File: src/rtl/complete_arbiter_pkg.sv
// ----------------------------------------------------------------------------
// complete_arbiter_pkg : shared widths and packet types for the complete stage
// Rev 1.0
// ----------------------------------------------------------------------------
`default_nettype none

package complete_arbiter_pkg;

  localparam int XLEN           = 32;
  localparam int NUM_CPL_SRC    = 3;
  localparam int CPL_FIFO_DEPTH = 2;

  typedef struct packed {
    logic [XLEN-1:0] pc;
    logic [4:0]      dest_reg_idx;
    logic [5:0]      rob_idx;
    logic            halt;
  } IS_EX_PACKET;

  typedef struct packed {
    logic            valid;
    logic [XLEN-1:0] result;
    IS_EX_PACKET     ex;
  } CDB_PACKET;

  // One buffered FU result as held in a per-source FIFO slot
  typedef struct packed {
    logic [XLEN-1:0] result;
    IS_EX_PACKET     ex;
  } CPL_ENTRY;

endpackage

`default_nettype wire

File: src/rtl/complete_arbiter_if.sv
// ----------------------------------------------------------------------------
// complete_arbiter_if : FU-result / CDB bundle between issue-execute and complete
// Rev 1.0
// ----------------------------------------------------------------------------
`default_nettype none

interface complete_arbiter_if
  import complete_arbiter_pkg::*;
#(
  parameter int NUM_SRC = NUM_CPL_SRC
) ();

  localparam int RW = (NUM_SRC > 1) ? $clog2(NUM_SRC) : 1;

  logic                 squash;
  logic [NUM_SRC-1:0]   src_done;
  logic [XLEN-1:0]      src_result [NUM_SRC];
  IS_EX_PACKET          src_packet [NUM_SRC];
  logic [NUM_SRC-1:0]   src_ready;
  CDB_PACKET            cdb_out;
  logic                 overflow;
  logic [RW-1:0]        rr_ptr;

  modport master (
    output squash, src_done, src_result, src_packet,
    input  src_ready, cdb_out, overflow, rr_ptr
  );

  modport slave (
    input  squash, src_done, src_result, src_packet,
    output src_ready, cdb_out, overflow, rr_ptr
  );

endinterface

`default_nettype wire

File: src/rtl/complete_arbiter_result_fifo.sv
// ----------------------------------------------------------------------------
// result_fifo : per-source circular buffer of completed FU results
// Rev 1.0
// ----------------------------------------------------------------------------
`default_nettype none

module result_fifo
  import complete_arbiter_pkg::*;
#(
  parameter int DEPTH = CPL_FIFO_DEPTH,
  localparam int PW   = (DEPTH > 1) ? $clog2(DEPTH) : 1,
  localparam int OW   = $clog2(DEPTH + 1)
) (
  input  wire logic    clock,
  input  wire logic    reset,
  input  wire logic    clear_i,
  input  wire logic    push_i,
  input  CPL_ENTRY     push_data_i,
  input  wire logic    pop_i,
  output CPL_ENTRY     head_data_o,
  output logic [OW-1:0] occ_o
);

  CPL_ENTRY        mem_q [DEPTH];
  logic [PW-1:0]   head_q, head_d;
  logic [PW-1:0]   tail_q, tail_d;
  logic [OW-1:0]   occ_q,  occ_d;
  logic            do_push, do_pop, full;

  always_comb begin
    full    = (occ_q == OW'(DEPTH));
    do_pop  = pop_i && (occ_q != '0);
    // A full FIFO still accepts a push when the head leaves the same cycle
    do_push = push_i && (!full || do_pop);
    head_d  = head_q;
    tail_d  = tail_q;
    if (do_pop)
      head_d = (head_q == PW'(DEPTH - 1)) ? '0 : head_q + PW'(1);
    if (do_push)
      tail_d = (tail_q == PW'(DEPTH - 1)) ? '0 : tail_q + PW'(1);
    occ_d = occ_q + OW'(do_push) - OW'(do_pop);
  end

  always_ff @(posedge clock) begin
    if (reset || clear_i) begin
      head_q <= '0;
      tail_q <= '0;
      occ_q  <= '0;
    end else begin
      head_q <= head_d;
      tail_q <= tail_d;
      occ_q  <= occ_d;
    end
  end

  always_ff @(posedge clock) begin
    if (!reset && !clear_i && do_push)
      mem_q[tail_q] <= push_data_i;
  end

  assign head_data_o = mem_q[head_q];
  assign occ_o       = occ_q;

endmodule

`default_nettype wire

File: src/rtl/complete_arbiter.sv
// ----------------------------------------------------------------------------
// complete_arbiter : buffers FU results and round-robins them onto a registered CDB
// Rev 1.0
// ----------------------------------------------------------------------------
`default_nettype none

module complete_arbiter
  import complete_arbiter_pkg::*;
#(
  parameter int NUM_SRC = NUM_CPL_SRC,
  parameter int DEPTH   = CPL_FIFO_DEPTH
) (
  input wire logic            clock,
  input wire logic            reset,
  complete_arbiter_if.slave   bus
);

  localparam int RW = (NUM_SRC > 1) ? $clog2(NUM_SRC) : 1;
  localparam int OW = $clog2(DEPTH + 1);
  localparam logic [OW:0] READY_LIM = (OW+1)'(DEPTH - 2);

  CPL_ENTRY           head_data [NUM_SRC];
  CPL_ENTRY           push_data [NUM_SRC];
  logic [OW-1:0]      occ       [NUM_SRC];
  logic [NUM_SRC-1:0] pop;
  logic [NUM_SRC-1:0] full;
  logic [NUM_SRC-1:0] ready;

  logic [RW-1:0]      rr_q, rr_d;
  CDB_PACKET          cdb_q, cdb_d;
  logic               ovf_q, ovf_d;

  logic               found;
  logic               grant_v;
  logic [RW-1:0]      grant_idx;
  logic [RW-1:0]      scan_idx;

  for (genvar i = 0; i < NUM_SRC; i++) begin : g_fifo
    assign push_data[i] = '{result: bus.src_result[i], ex: bus.src_packet[i]};

    result_fifo #(.DEPTH(DEPTH)) u_fifo (
      .clock       (clock),
      .reset       (reset),
      .clear_i     (bus.squash),
      .push_i      (bus.src_done[i]),
      .push_data_i (push_data[i]),
      .pop_i       (pop[i]),
      .head_data_o (head_data[i]),
      .occ_o       (occ[i])
    );
  end

  // Ready leaves headroom for one result already in flight from an enabled FU
  always_comb begin
    ready = '0;
    full  = '0;
    for (int i = 0; i < NUM_SRC; i++) begin
      full[i]  = (occ[i] == OW'(DEPTH));
      ready[i] = !reset &&
                 (({1'b0, occ[i]} + {{OW{1'b0}}, bus.src_done[i]}) <= READY_LIM);
    end
  end

  always_comb begin
    found     = 1'b0;
    grant_idx = '0;
    scan_idx  = rr_q;
    for (int k = 0; k < NUM_SRC; k++) begin
      if (!found && (occ[scan_idx] != '0)) begin
        found     = 1'b1;
        grant_idx = scan_idx;
      end
      scan_idx = (scan_idx == RW'(NUM_SRC - 1)) ? '0 : scan_idx + RW'(1);
    end
    grant_v = found && !bus.squash;

    pop = '0;
    for (int i = 0; i < NUM_SRC; i++)
      pop[i] = grant_v && (grant_idx == RW'(i));

    rr_d = rr_q;
    if (grant_v)
      rr_d = (grant_idx == RW'(NUM_SRC - 1)) ? '0 : grant_idx + RW'(1);

    cdb_d        = '0;
    cdb_d.valid  = grant_v;
    cdb_d.result = head_data[grant_idx].result;
    cdb_d.ex     = head_data[grant_idx].ex;

    // A squashed push is discarded by design and is not an overflow
    ovf_d = ovf_q | (!bus.squash && |(bus.src_done & full & ~pop));
  end

  always_ff @(posedge clock) begin
    if (reset) begin
      rr_q  <= '0;
      cdb_q <= '0;
      ovf_q <= 1'b0;
    end else begin
      rr_q  <= rr_d;
      cdb_q <= cdb_d;
      ovf_q <= ovf_d;
    end
  end

  assign bus.src_ready = ready;
  assign bus.cdb_out   = cdb_q;
  assign bus.overflow  = ovf_q;
  assign bus.rr_ptr    = rr_q;

endmodule

`default_nettype wire

File: src/flat_wrapper.sv
// flat-port wrapper written by rule: the top's interface ports become plain ports
module complete_arbiter_flat import complete_arbiter_pkg::*;
#(
  parameter int NUM_SRC = NUM_CPL_SRC,
  parameter int DEPTH   = CPL_FIFO_DEPTH
)
  (clock, reset, bus_squash, bus_src_done, bus_src_result, bus_src_packet, bus_src_ready, bus_cdb_out, bus_overflow, bus_rr_ptr);
  complete_arbiter_if #(.NUM_SRC(NUM_SRC)) bus_i ();
  input wire logic clock;
  input wire logic reset;
  input wire logic [$bits(bus_i.squash)-1:0] bus_squash;
  input wire logic [$bits(bus_i.src_done)-1:0] bus_src_done;
  input wire logic [$bits(bus_i.src_result)-1:0] bus_src_result;
  input wire logic [$bits(bus_i.src_packet)-1:0] bus_src_packet;
  output wire logic [$bits(bus_i.src_ready)-1:0] bus_src_ready;
  output wire logic [$bits(bus_i.cdb_out)-1:0] bus_cdb_out;
  output wire logic [$bits(bus_i.overflow)-1:0] bus_overflow;
  output wire logic [$bits(bus_i.rr_ptr)-1:0] bus_rr_ptr;
  assign bus_i.squash = bus_squash;
  assign bus_i.src_done = bus_src_done;
  assign bus_i.src_result = {>>{bus_src_result}};
  assign bus_i.src_packet = {>>{bus_src_packet}};
  assign bus_src_ready = bus_i.src_ready;
  assign bus_cdb_out = bus_i.cdb_out;
  assign bus_overflow = bus_i.overflow;
  assign bus_rr_ptr = bus_i.rr_ptr;
  complete_arbiter #(.NUM_SRC(NUM_SRC), .DEPTH(DEPTH)) u_core (.clock(clock), .reset(reset), .bus(bus_i));
endmodule
File: config.mk
export PLATFORM = sky130hd
export DESIGN_NAME = complete_arbiter_flat
export DESIGN_NICKNAME = d
export VERILOG_FILES = /design/src/rtl/complete_arbiter_pkg.sv /design/src/rtl/complete_arbiter_if.sv /design/src/rtl/complete_arbiter_result_fifo.sv /design/src/rtl/complete_arbiter.sv /design/src/flat_wrapper.sv
export SDC_FILE = /design/constraint.sdc
export NUM_CORES = 1
export LEC_CHECK = 0
export CORE_MARGIN = 2
export CORE_UTILIZATION = 58
export CTS_BUF_LIST = sky130_fd_sc_hd__clkbuf_4 sky130_fd_sc_hd__clkbuf_8 sky130_fd_sc_hd__clkbuf_16
export CTS_CLUSTER_SIZE = 24
export DETAILED_ROUTE_END_ITERATION = 12
export PLACE_DENSITY = 0.85
export SLEW_MARGIN = 40
export SYNTH_ARGS = -nofsm -noshare
export SYNTH_HDL_FRONTEND = slang
export SYNTH_SLANG_ARGS = --single-unit
File: constraint.sdc
create_clock -name clock -period 16.8 [get_ports clock]
set_clock_uncertainty 0.15 [all_clocks]
set_input_delay 3.36 -clock clock [delete_from_list [all_inputs] [get_ports clock]]
set_output_delay 3.36 -clock clock [all_outputs]
set_load 0.02 [all_outputs]
==> results.json <==
{
  "hold_violations": 0,
  "path_class": "primary input to output port",
  "routed_wl_um": 49300,
  "dp_hpwl_um": 29600,
  "grt_max_degree": 81,
  "setup_viol": 0,
  "seq_area_frac_synth": 0.760,
  "peakVddDrop_mv": 0.115,
  "post-route-drc-count": 0,
  "hold_class": "register to register",
  "rsz0062_at_grt": "no",
  "regToRegEndpoint": "u_core.g_fifo[2].u_fifo.occ_o[1]",
  "synth_flop_cell": "edfxtp_1",
  "start_util": 0.591,
  "r2r-start": "u_core.g_fifo[0].u_fifo.occ_o[1]",
  "yosys-top-cells-area": "edfxtp_1 (67%), dfxtp_1 (9.3%), mux2i_1 (7.5%), mux2_2 (4.2%), o22a_1 (3.2%)",
  "row_count": 68,
  "drv_slew": 0,
  "cp_max_fo": 7,
  "leakagePower_nw": 8.41,
  "pin_count": 317,
  "clockBufferDepth": 3,
  "netlist-cell-type-count": 48,
  "fp.dieH_um": 192,
  "fin_cells": 2016,
  "drive_gt1_frac": 0.141,
  "drtPass1Iterations": 8,
  "vias": 12000,
  "dp_cells": 1912,
  "cts-htree-levels": 2,
  "clkLatencyLatePin_ns": 0.58,
  "finalPower_mw": 3.03,
  "critical_path_depth": 5,
  "crit_family": "buffers and inverters",
  "place.port_buffers": 316,
  "post-route-cell-area_um2": 26200,
  "power_frac_comb": 0.092,
  "status": "finished clean",
  "grt_pass1_wl_um": 72400,
  "core_area_um2": 34700,
  "antenna_left": 0,
  "cp_slowest_cell": "clkdlybuf4s50_1",
  "reg2regPathDepth": 11,
  "dieArea_um2": 36900,
  "synthCells": 1191,
  "finalHoldWorstSlack_ns": 0.345,
  "p_per_area_nw_per_um2": 116,
  "die_w_um": 192,
  "clock.fmax_mhz": 111,
  "clock-root-buffer": "clkbuf_16",
  "clkTransAtPathRegs_ns": 0.06,
  "min_period_ns": 8.99,
  "synth_area_per_cell_um2": 17.2,
  "p_sw_mw": 0.651,
  "clkPwrFrac": 0.398,
  "slew_headroom": 0.454,
  "gp_congestion": 0.778,
  "postSynth.asyncResetShare": 0,
  "cp-startpoint": "bus_src_done[0]",
  "cts_resized": 0,
  "placed_cell_area_um2": 24300,
  "cts_tree": "yes",
  "netlist_area_um2": 20500,
  "worstPathRequired_ns": 13.29,
  "pwr-share-seq": 0.510,
  "cts-buffers-inserted": 53,
  "drt-vias-per-instance": 5.94,
  "ys_warn_count": 0,
  "drtIter0Drc": 993,
  "power.share.switching": 0.215,
  "slowest_delay_ns": 0.67,
  "synth_top_area_cell": "edfxtp_1",
  "worst_pin_slew_ns": 0.819,
  "setup_tns_ns": 0,
  "crit_buf_inv": 2,
  "post-route-period-util": 0.535,
  "rrSetupSlack_ns": 13.68,
  "synth-edff-count": 456,
  "worst_setup_path_start_kind": "primary input",
  "cp-endpoint": "bus_src_ready[0]",
  "cp_cell_sequence": "clkdlybuf4s50_1 -> ha_1 -> ha_1 -> nor4_1 -> clkdlybuf4s50_1",
  "grt_pass1_vias": 12800,
  "antenna_found_initial": 5,
  "synth_top_area_share": 0.667,
  "drv_cap": 0,
  "wl_per_cell_um": 24.5,
  "postCtsHoldBufs": 0,
  "area_delta_synth_final_pct": 27.6,
  "syn_nets": 1436,
  "cp-end-kind": "output port",
  "grt-ovfl-total": 0,
  "nets": 1759,
  "p_int_mw": 2.38,
  "critPathArrivalTime_ns": 5.48,
  "cts_num_sinks": 551,
  "grtUsageTotal": 0.266,
  "synth-seq-cells": 551,
  "cts_setup_buffers": 0
}
-- worst min-delay path, stage by stage (launching register included) --
cell     delay, ns
dfxtp_1       0.30
o21ai_1       0.09
a21oi_1       0.08
-- cells in the mapped netlist, types with 2 or more instances --
cell type / count
edfxtp_1: 456
mux2i_1: 153
dfxtp_1: 95
a21oi_1: 86
o21ai_0: 83
mux2_2: 76
o22a_1: 76
clkbuf_1: 45
buf_2: 24
ha_1: 11
nor2_1: 11
inv_1: 8
nand2_1: 5
buf_4: 4
nand2b_1: 4
nor4_1: 4
o21ai_1: 4
or3_1: 4
xor2_1: 4
and2_1: 3
o21bai_1: 3
nand3_1: 2
nor2b_1: 2
nor3_1: 2
o211ai_1: 2
xnor2_1: 2
-- layout make-up --
cell class	instances	area, µm²
diodes	2	5.00
clock buffers	71	1560
clock inverters	29	256
fillers	2050	8530
inverters	8	30.0
multi-input cells	557	4630
flip-flops and latches	551	15600
well taps	455	569
repair buffers	343	3520
-- stage by stage --
step,util,setup WS (ns)
after CTS,0.753,7.84
final,0.754,7.81
after global routing,0.754,7.77
after floorplan,-,7.05
after global placement,0.695,7.92
after detailed placement,0.700,7.91
-- logic make-up after synthesis --
| kind of cell | share of synthesized area |
|---|---|
| DFF | 0.760 |
| and+or+nand+nor | 0.0106 |
| AOI/OAI and AO/OA | 0.0859 |
| adders and majority gates | 0.00671 |
| muxes | 0.116 |
| buffers and inverters | 0.0177 |
| xor gates and xnor gates | 0.00256 |
-- placed cells by master, fill, tap and decap left out, drive strengths merged, types with 2 or more instances in the layout --
cell / n
clkinvlp: 6
clkinv: 18
nand2: 5
bufinv: 4
nand3: 2
or3: 4
xor2: 4
o22a: 76
buf: 27
nor2b: 2
xnor2: 2
diode: 2
o211ai: 2
dfxtp: 95
or2: 2
ha: 11
nor3: 2
o21ai: 88
clkbuf: 72
a21oi: 87
o2111ai: 2
edfxtp: 456
nor4: 5
inv: 9
nand2b: 4
clkdlybuf4s50: 315
nor2: 11
mux2: 76
mux2i: 153
o21bai: 4
and2: 3
-- per-layer routing --
layer | track usage | up-vias | part of all wire
met5 | 0 | - | 0.00057
met4 | 0.103 | 4 | 0.033
met3 | 0.0682 | 114 | 0.097
met2 | 0.443 | 637 | 0.48
met1 | 0.336 | 5914 | 0.39
li1 | - | 5316 | -
-- power by group through the flow --
stage          combinational [mW]  clock, mW  sequential [mW]
2_1_floorplan               0.102          0             1.59
3_5_place_dp                0.274          0             1.57
3_3_place_gp                0.263          0             1.57
6_report                    0.279       1.21             1.54
5_1_grt                     0.295       1.27             1.55
4_1_cts                     0.277       1.22             1.54
-- how the worst min path moves through the flow --
stage	cells after the start	to	slack (ns)	startpoint
global route	2	u_core.g_fifo[0].u_fifo.tail_q	0.39	u_core.g_fifo[0].u_fifo.tail_q
detailed placement	2	register	0.35	u_core.g_fifo[1].u_fifo.head_q
finish	2	register	0.34	u_core.g_fifo[1].u_fifo.head_q
global placement	2	register	0.33	u_core.g_fifo[1].u_fifo.head_q
floorplan	2	u_core.g_fifo[0].u_fifo.tail_q	0.30	u_core.g_fifo[0].u_fifo.tail_q
CTS	2	register	0.36	u_core.g_fifo[1].u_fifo.head_q
-- state kept, by name (all words and copies together), names as in the netlist, named ones only --
signal	cells
u_core.g_fifo.u_fifo.tail_q	3
u_core.bus.cdb_out	77
u_core.bus.overflow	1
u_core.g_fifo.u_fifo.head_q	3
u_core.g_fifo.u_fifo.occ_o	6
u_core.g_fifo.u_fifo.mem_q	456
u_core.bus.rr_ptr	2
Note: power is estimated with default switching activity, not from simulation.
